==> src/rtl/timebase_compare_ctrl.sv <==
// Timer timebase: edge/center-aligned 16-bit counter with preloaded ARR/CCR/OCM
// shadow registers, update-event generation and counter-vs-compare flags.
module timebase_compare_ctrl (
  input  logic        clk_i,
  input  logic        aresetn_i,
  input  logic        en_i,
  input  logic        cms_i,
  input  logic        dir_cfg_i,
  input  logic        arpe_i,
  input  logic        ocpe_i,
  input  logic        arr_wr_i,
  input  logic [15:0] arr_i,
  input  logic        ccr_wr_i,
  input  logic [15:0] ccr_i,
  input  logic        ocm_wr_i,
  input  logic [2:0]  ocm_i,
  input  logic        ug_i,
  output logic [15:0] cnt_o,
  output logic        dir_o,
  output logic [2:0]  ocm_o,
  output logic        cnt_equal_ccr_o,
  output logic        cnt_less_than_ccr_o,
  output logic        cnt_more_than_ccr_o,
  output logic        uev_o
);

  localparam logic [0:0] MODE_EDGE   = 1'b0;
  localparam logic [0:0] MODE_CENTER = 1'b1;

  logic [15:0] arr_pre, arr_act, arr_act_nx, arr_pre_nx;
  logic [15:0] ccr_pre, ccr_act, ccr_act_nx, ccr_pre_nx;
  logic [2:0]  ocm_pre, ocm_act, ocm_act_nx, ocm_pre_nx;
  logic [0:0]  mode_q, mode_nx;
  logic [15:0] cnt_nx;
  logic        dir_nx;
  logic        wrap;
  logic        uev;
  logic        restart;

  // Both modes wrap at the top while rising and at zero while falling.
  assign wrap    = dir_o ? (cnt_o == 16'd0) : (cnt_o == arr_act);
  assign uev     = (en_i & wrap) | ug_i;
  // Any update that is not a center-to-center turning point restarts the count.
  assign restart = ug_i | (uev & ~(cms_i & (mode_q == MODE_CENTER)));

  always_comb begin
    arr_pre_nx = arr_wr_i ? arr_i : arr_pre;
    ccr_pre_nx = ccr_wr_i ? ccr_i : ccr_pre;
    ocm_pre_nx = ocm_wr_i ? ocm_i : ocm_pre;

    arr_act_nx = arr_act;
    if (arr_wr_i && !arpe_i) arr_act_nx = arr_i;
    else if (uev)            arr_act_nx = arr_pre;

    ccr_act_nx = ccr_act;
    if (ccr_wr_i && !ocpe_i) ccr_act_nx = ccr_i;
    else if (uev)            ccr_act_nx = ccr_pre;

    ocm_act_nx = ocm_act;
    if (ocm_wr_i && !ocpe_i) ocm_act_nx = ocm_i;
    else if (uev)            ocm_act_nx = ocm_pre;
  end

  always_comb begin
    cnt_nx  = cnt_o;
    dir_nx  = dir_o;
    mode_nx = mode_q;
    if (restart) begin
      mode_nx = cms_i ? MODE_CENTER : MODE_EDGE;
      dir_nx  = cms_i ? 1'b0 : dir_cfg_i;
      cnt_nx  = (!cms_i && dir_cfg_i) ? arr_act_nx : 16'd0;
    end else if (uev) begin
      if (!dir_o) begin
        cnt_nx = (arr_act == 16'd0) ? 16'd0 : cnt_o - 16'd1;
        dir_nx = (arr_act != 16'd0);
      end else begin
        cnt_nx = (arr_act_nx == 16'd0) ? 16'd0 : 16'd1;
        dir_nx = 1'b0;
      end
    end else if (en_i) begin
      cnt_nx = dir_o ? cnt_o - 16'd1 : cnt_o + 16'd1;
    end
  end

  always_ff @(posedge clk_i or negedge aresetn_i) begin
    if (!aresetn_i) begin
      cnt_o   <= 16'd0;
      dir_o   <= 1'b0;
      uev_o   <= 1'b0;
      mode_q  <= MODE_EDGE;
      arr_pre <= 16'hFFFF;
      arr_act <= 16'hFFFF;
      ccr_pre <= 16'd0;
      ccr_act <= 16'd0;
      ocm_pre <= 3'b000;
      ocm_act <= 3'b000;
    end else begin
      cnt_o   <= cnt_nx;
      dir_o   <= dir_nx;
      uev_o   <= uev;
      mode_q  <= mode_nx;
      arr_pre <= arr_pre_nx;
      arr_act <= arr_act_nx;
      ccr_pre <= ccr_pre_nx;
      ccr_act <= ccr_act_nx;
      ocm_pre <= ocm_pre_nx;
      ocm_act <= ocm_act_nx;
    end
  end

  assign ocm_o               = ocm_act;
  assign cnt_equal_ccr_o     = (cnt_o == ccr_act);
  assign cnt_less_than_ccr_o = (cnt_o <  ccr_act);
  assign cnt_more_than_ccr_o = (cnt_o >  ccr_act);

endmodule

==> config.mk <==
export PLATFORM = sky130hd
export DESIGN_NAME = timebase_compare_ctrl
export DESIGN_NICKNAME = d
export VERILOG_FILES = /design/src/rtl/timebase_compare_ctrl.sv
export SDC_FILE = /design/constraint.sdc
export NUM_CORES = 1
export LEC_CHECK = 0
export CAP_MARGIN = 20
export CORE_MARGIN = 2
export CORE_UTILIZATION = 28
export CTS_CLUSTER_SIZE = 24
export DETAILED_ROUTE_END_ITERATION = 12
export SYNTH_ARGS = -nofsm -noshare
export SYNTH_HDL_FRONTEND = slang
export SYNTH_SLANG_ARGS = --single-unit
==> constraint.sdc <==
create_clock -name clk_i -period 5.3 [get_ports clk_i]
set_input_delay 1.325 -clock clk_i [delete_from_list [all_inputs] [get_ports clk_i]]
set_output_delay 1.325 -clock clk_i [all_outputs]
set_load 0.02 [all_outputs]
==> results of run 1 <==
==> path summary, 6_finish.rpt <==
| path | start | endpoint | cells after the start |
|---|---|---|---|
| max | cnt_o[0]$_DFFE_PN0P_ | cnt_less_than_ccr_o | 11 |
| min | mode_q$_DFFE_PN0N_ | mode_q$_DFFE_PN0N_ | 2 |
| max reg2reg | cnt_o[11]$_DFFE_PN0P_ | cnt_o[11]$_DFFE_PN0P_ | 8 |
| min reg2reg | mode_q$_DFFE_PN0N_ | mode_q$_DFFE_PN0N_ | 2 |
| max in group asynchronous | aresetn_i | arr_act[14]$_DFF_PN1_ | 2 |
| min in group asynchronous | aresetn_i | ccr_act[9]$_DFFE_PN0P_ | 1 |
==> layout make-up <==
| type | instances | area (um^2) | share of cell area |
|---|---|---|---|
| multi-input combinational | 397 | 2780 | 0.423 |
| timing repair buffer | 77 | 752 | 0.115 |
| tap | 234 | 293 | 0.0446 |
| clock inverter | 6 | 67.6 | 0.0103 |
| sequential | 89 | 2270 | 0.345 |
| clock buffer | 10 | 239 | 0.0364 |
| inverter | 44 | 170 | 0.0259 |
==> state kept, by name, indices dropped and copies added, names as in the netlist <==
register	count
arr_pre	16
ocm_o	3
cnt_o	16
ccr_act	16
dir_o	1
arr_act	16
uev_o	1
mode_q	1
ocm_pre	3
ccr_pre	16
==> metal layers <==
layer	share of wire	wire length [um]	GRT usage	vias up
met5	0	0	0	-
met4	0.028	405	0.0620	0
met3	0.034	507	0.0249	29
met2	0.49	7220	0.244	84
met1	0.45	6570	0.195	2186
li1	-	-	-	2173
==> worst reg2reg max path: cells and delay by family, from the launching register on <==
kind	cells	cell delay (ns)
AO/OA/AOI/OAI	3	0.81
XOR/XNOR	1	0.21
flip-flops	1	0.51
AND/OR/NAND/NOR	4	1.92
==> logic make-up after synthesis <==
kind of cell | share of synthesized area
muxes | 0.0882
and+or+nand+nor | 0.162
DFF | 0.422
AOI/OAI and AO/OA | 0.193
buffers and inverters | 0.0621
adders and majority gates | 0.0442
xor gates and xnor gates | 0.0277
==> power groups by stage <==
stage | Combinational (mW) | Sequential (mW) | Clock [mW]
6_report | 0.759 | 0.959 | 0.649
5_1_grt | 0.840 | 0.975 | 0.690
4_1_cts | 0.760 | 0.960 | 0.665
3_5_place_dp | 0.755 | 0.971 | 0
3_3_place_gp | 0.752 | 0.973 | 0
2_1_floorplan | 0.472 | 0.948 | 0
==> metrics by stage <==
stage	power, mW	hold WS [ns]	util
2_1_floorplan	1.42	0.439	-
3_3_place_gp	1.73	0.453	0.333
3_5_place_dp	1.73	0.468	0.333
4_1_cts	2.38	0.483	0.349
5_1_grt	2.51	0.510	0.350
6_report	2.37	0.483	0.350
==> cells in the final DEF (no fill, tap or decap), drive strengths merged, types with 10 or more instances in the layout <==
cell / netlist / final
clkdlybuf4s50: 0 / 68
nand2: 60 / 60
dfrtp: 57 / 57
inv: 44 / 44
o21ai: 39 / 39
dfstp: 32 / 32
mux2i: 26 / 26
nor2: 24 / 24
nor3: 24 / 24
mux2: 19 / 19
ha: 19 / 19
a31oi: 19 / 19
a22oi: 17 / 17
o211ai: 17 / 17
nor4: 14 / 14
a21oi: 13 / 13
xor2: 11 / 11
a221o: 10 / 10
nand4: 10 / 10
clkbuf: 18 / 10
==> reports/summary.log, run 1 <==
[synthesis] mean area per synthesized cell 9.56 um^2
[critical_path] register-to-register setup slack 1.76 ns
[power_and_ir_drop] reported leakage power 2.68 nW
[clocking] maximum level of the CTS H-tree 3
[routing] detail-routed net length per standard cell 17.2 um
[place] GP Congestion 0.914
[place] area of placed instances 0.00625 mm^2
[global_route] maximum number of pins on one net before global-route repair 58
[global_route] first-pass GRT wire length 23.7 mm
[power_and_ir_drop] share of power burned in registers 0.405
[synthesis] count of distinct cell types in the synthesized netlist 58
[floorplanning] Initial Utilization 0.286
[power_and_ir_drop] maximum ir drop on the vdd rail 0.000151 V
[synthesis] sequential share of the synthesized area 0.422
[critical_path] worst setup path class reg -> out
[power_and_ir_drop] Internal Power 1.53 mW
[routing] via/cell ratio 5.22
[clocking] TritonCTS buffer count 9
[critical_path] Setup crit end kind output pin
[clocking] CTS root buffer sky130_fd_sc_hd__clkbuf_16
[synthesis] most frequent cell after synthesis sky130_fd_sc_hd__nand2_1
[global_route] number of antenna violations at the first check in global routing 0
[critical_path] Crit path arrival time 3.10 ns
[floorplanning] die boundary height 143 um
[cells_and_area] share of cells above drive strength 1 0.152
[cells_and_area] relative area change from synthesis to final layout 22.1%
[worst_hold_path] Hold Path Class reg -> reg
[clocking] Post-CTS Resized 0
[clocking] clock insertion delay at the later pin of the skew report 0.34 ns
[critical_path] Worst path most repeated cell sky130_fd_sc_hd__o21a_1
[floorplanning] core box area 0.0188 mm^2
[routing] number of vias in the routed layout 4472
[synthesis] nets in the synthesized netlist 627
[clocking] clock slew seen by the registers of the worst setup and hold paths 0.06 ns
[synthesis] post-synth top area share 0.265
[synthesis] post-synthesis async set-or-reset flop share 1.00
[routing] DRT iter0 DRCs 370
[cells_and_area] total number of nets in the final design 683
[routing] DRT antenna net count 0
[floorplanning] number of I/O pins 70
[routing] 1st-pass router iterations 5
[timing] total negative setup slack 0 ns
[clocking] buffer levels on the longest clock path 2
[synthesis] Synth Instances 562
[routing] Routed WL 14.7 mm
[clocking] CTS tree done
[place] setup slack at placement 0.998 ns
[critical_path] CP Cell Sequence inv_1, ha_1, nor2b_1, o21a_1, o21a_1, o21a_1, o21a_1, o21ai_0, a21oi_1, nor3_1, clkdlybuf4s50_1
[floorplanning] Die Wd 143 um
[critical_path] family with the most delay on the worst path buffers and inverters
[timing] final number of max-transition violations 0
[clocking] hold buffer count at cts 0
[global_route] total overflow reported by the global router 0
[synthesis] post-synthesis cell type with the largest combined area sky130_fd_sc_hd__dfrtp_1
[critical_path] maximum cell stage delay along the critical path 0.66 ns
[critical_path] Buffers & Inverters on Critical Path 2
[synthesis] Mapped Area 0.00538 mm^2
[place] Port Buf Inserts 69
[floorplanning] Std-Cell Rows 50
[run] total of max-cap violations 0
[synthesis] commonest register cell after synthesis sky130_fd_sc_hd__dfrtp_1
[timing] slew margin rel. 0.461
[critical_path] Crit path required time 3.97 ns
[timing] RSZ-0062 raised after global routing false
[floorplanning] area of the die 0.0203 mm^2
[timing] final period demand of the worst path 4.42 ns
[timing] slew at the pin closest to its max-slew limit 0.807 ns
[power_and_ir_drop] cell area power density 361 mW/mm^2
[cells_and_area] number of inserted diodes 0
[synthesis] count of warnings emitted by yosys 0
[power_and_ir_drop] switching share of power 0.354
[global_route] overall global routing resource usage 0.149
[timing] minimum setup slack in the final design 0.876 ns
[cells_and_area] area of all placed cells without fillers 0.00657 mm^2
[synthesis] leading post-synthesis cells by cell area sky130_fd_sc_hd__dfrtp_1, sky130_fd_sc_hd__dfstp_2, sky130_fd_sc_hd__mux2i_1
[cells_and_area] number of fillers in the final layout 1941
[place] detailed placer's ending HPWL 10.9 mm
[outcome] outcome complete, no violations
[timing] Clock Skews 0.00838 ns
[timing] period utilisation layout 0.835
[critical_path] CP max FO 7
[place] Inst Count DP 840
[synthesis] register bit total from synthesis 89
[timing] Final Hold Violating Endpoints 0
[clocking] setup bufs post-CTS 0
[cells_and_area] Final Non-Filler Cells 857
[global_route] vias in the first global route 4353
[timing] Setup violations, final 0
[critical_path] Slowest-stage cell, CP sky130_fd_sc_hd__clkdlybuf4s50_1
[routing] Post-route DRC 0
[power_and_ir_drop] combinational fraction of design power 0.320
[synthesis] most used standard cells in the synthesized netlist sky130_fd_sc_hd__nand2_1, sky130_fd_sc_hd__dfrtp_1, sky130_fd_sc_hd__inv_1
[synthesis] number of enable flip-flop cells after synthesis 0
[power_and_ir_drop] Clk network pwr share 0.274
[clocking] clk sink count 89
[critical_path] category of the worst setup path launch point flop
[power_and_ir_drop] Sw Pwr 0.837 mW
[timing] FMAX 226 MHz
Note: power is estimated with default switching activity, not from simulation.
==> run 2: changes to the inputs <==
clock period = 3.6 ns   (was 5.3 ns; I/O delays follow)
==> run 2 against run 1 <==
Die area did not move; clock-buffer cell count stayed put; worst hold slack better by 0.00062 ns; non-clock buffer count is 36 higher; via count grew 3.6%; sequential power is 38% higher; critical endpoint is now cnt_equal_ccr_o; sequential share of layout area decreased by 1.2 points; core utilization up 1.3 points; highest routed layer unchanged; largest power group unchanged; clock skew grew 0.0066 ns.
==> reports/summary.log, run 2 (synthesis results as in run 1) <==
[routing] DRT iter0 DRCs 353
[power_and_ir_drop] reported leakage power 2.85 nW
[clocking] clk sink count 89
[floorplanning] core box area 0.0188 mm^2
[cells_and_area] relative area change from synthesis to final layout 26.7%
[critical_path] Critical R2R Capture cnt_o[0]$_DFFE_PN0P_
[global_route] total overflow reported by the global router 0
[timing] final period demand of the worst path 3.46 ns
[outcome] outcome complete, no violations
[power_and_ir_drop] maximum ir drop on the vdd rail 0.000263 V
[critical_path] worst setup path class reg -> out
[place] detailed placer's ending HPWL 11.3 mm
[timing] Final Hold Violating Endpoints 0
[clocking] CTS tree done
[worst_hold_path] Hold Path Class reg -> reg
[clocking] setup bufs post-CTS 0
[cells_and_area] total number of nets in the final design 719
[clocking] clock slew seen by the registers of the worst setup and hold paths 0.06 ns
[clocking] buffer levels on the longest clock path 2
[cells_and_area] share of cells above drive strength 1 0.200
[place] Port Buf Inserts 69
[timing] Setup violations, final 0
[clocking] TritonCTS buffer count 9
[timing] final number of max-transition violations 0
[floorplanning] Std-Cell Rows 50
[timing] slew margin rel. 0.345
[power_and_ir_drop] cell area power density 525 mW/mm^2
[floorplanning] die boundary height 143 um
[routing] Routed WL 15.3 mm
[floorplanning] Initial Utilization 0.286
[timing] Clock Skews 0.0149 ns
[routing] detail-routed net length per standard cell 17.2 um
[critical_path] R2R Path Start cnt_o[3]$_DFFE_PN0P_
[routing] via/cell ratio 5.19
[global_route] first-pass GRT wire length 24.8 mm
[critical_path] Setup crit end kind output pin
[critical_path] category of the worst setup path launch point flop
[global_route] overall global routing resource usage 0.156
[clocking] clock insertion delay at the later pin of the skew report 0.36 ns
[global_route] vias in the first global route 4616
[timing] period utilisation layout 0.961
[cells_and_area] most common cell after layout, fill and taps aside sky130_fd_sc_hd__clkdlybuf4s50_1
[global_route] maximum number of pins on one net before global-route repair 76
[timing] slew at the pin closest to its max-slew limit 0.982 ns
[timing] total negative setup slack 0 ns
[cells_and_area] number of fillers in the final layout 1893
[worst_hold_path] start point of the worst min-delay path mode_q$_DFFE_PN0N_
[critical_path] Crit path arrival time 2.56 ns
[run] total of max-cap violations 0
[worst_hold_path] hold depth 2
[place] area of placed instances 0.00653 mm^2
[timing] FMAX 289 MHz
[clocking] hold buffer count at cts 0
[routing] DRT antenna net count 0
[place] GP Congestion 0.873
[routing] 1st-pass router iterations 5
[routing] Post-route DRC 0
[global_route] number of antenna violations at the first check in global routing 0
[critical_path] Crit path required time 2.70 ns
[clocking] CTS root buffer sky130_fd_sc_hd__clkbuf_16
[floorplanning] number of I/O pins 70
[cells_and_area] commonest cells after routing, fill and taps aside sky130_fd_sc_hd__clkdlybuf4s50_1, sky130_fd_sc_hd__nand2_1, sky130_fd_sc_hd__dfrtp_1
[timing] RSZ-0062 raised after global routing false
[routing] number of vias in the routed layout 4634
[critical_path] CP max FO 2
[cells_and_area] area of all placed cells without fillers 0.00681 mm^2
[critical_path] register-to-register setup slack 0.43 ns
[clocking] Post-CTS Resized 2
[worst_hold_path] end point of the most critical hold path mode_q$_DFFE_PN0N_
[floorplanning] Die Wd 143 um
[critical_path] worst-case reg-to-reg path depth 10
[floorplanning] area of the die 0.0203 mm^2
[cells_and_area] number of inserted diodes 0
[clocking] maximum level of the CTS H-tree 3
[run 2: area by class of cell]
| type | count | area (um^2) | area share |
|---|---|---|---|
| multi-input combinational | 397 | 2780 | 0.408 |
| tap | 234 | 293 | 0.0430 |
| clock inverter | 6 | 66.3 | 0.00974 |
| inverter | 44 | 170 | 0.0250 |
| sequential | 89 | 2270 | 0.333 |
| clock buffer | 10 | 229 | 0.0336 |
| timing repair buffer | 113 | 1010 | 0.148 |
[run 2: layer usage]
metal,global-route usage,vias up,share of wire
met5,0,-,0
met4,0.0578,0,0.025
met3,0.0242,29,0.025
met2,0.256,84,0.50
met1,0.209,2292,0.45
li1,-,2229,-
[run 2: how the worst max path moves through the flow]
stage,to,cells after the start,slack (ns),start
3_3_place_gp,cnt_less_than_ccr_o,10,0.11,cnt_o[1]$_DFFE_PN0P_
3_5_place_dp,cnt_o[0]$_DFFE_PN0P_,9,0.13,en_i
5_1_grt,cnt_equal_ccr_o,7,0.02,cnt_o[15]$_DFFE_PN0P_
2_1_floorplan,cnt_less_than_ccr_o,9,0.47,cnt_o[1]$_DFFE_PN0P_
4_1_cts,cnt_more_than_ccr_o,10,0.04,cnt_o[1]$_DFFE_PN0P_
6_report,cnt_equal_ccr_o,7,0.14,cnt_o[15]$_DFFE_PN0P_
[run 2: report_power, final]
part | switching, mW | total (mW) | leakage [nW] | internal (mW)
Combinational | 0.713 | 1.30 | 1.68 | 0.592
Clock | 0.412 | 0.951 | 0.135 | 0.539
Sequential | 0.142 | 1.32 | 1.03 | 1.18
Total | 1.27 | 3.58 | 2.85 | 2.31
[run 2: worst max-delay path: stages, from the launching register on]
cell	delay, ns
sky130_fd_sc_hd__dfrtp_1	0.39
sky130_fd_sc_hd__ha_1	0.31
sky130_fd_sc_hd__nand4_1	0.15
sky130_fd_sc_hd__nor2_1	0.18
sky130_fd_sc_hd__nand2_1	0.10
sky130_fd_sc_hd__or3_1	0.42
sky130_fd_sc_hd__inv_1	0.07
sky130_fd_sc_hd__clkdlybuf4s50_1	0.59
[run 2: per-stage QoR]
stage / total power [mW] / setup slack, ns / cells / hold WS (ns) / utilization
final: 3.58 / 0.140 / 893 / 0.483 / 0.363
after global routing: 3.79 / 0.0168 / 893 / 0.500 / 0.363
after CTS: 3.61 / 0.0401 / 893 / 0.488 / 0.363
after detailed placement: 2.65 / 0.126 / 877 / 0.474 / 0.348
after global placement: 2.64 / 0.113 / 877 / 0.452 / 0.348
after floorplan: 2.09 / 0.472 / 562 / 0.439 / -
==> run 3: changes to the inputs <==
HOLD_SLACK_MARGIN = 0.15   (was not set)
==> results of run 3 <==
The final DEF is identical to that of run 2; final timing and power are the same.
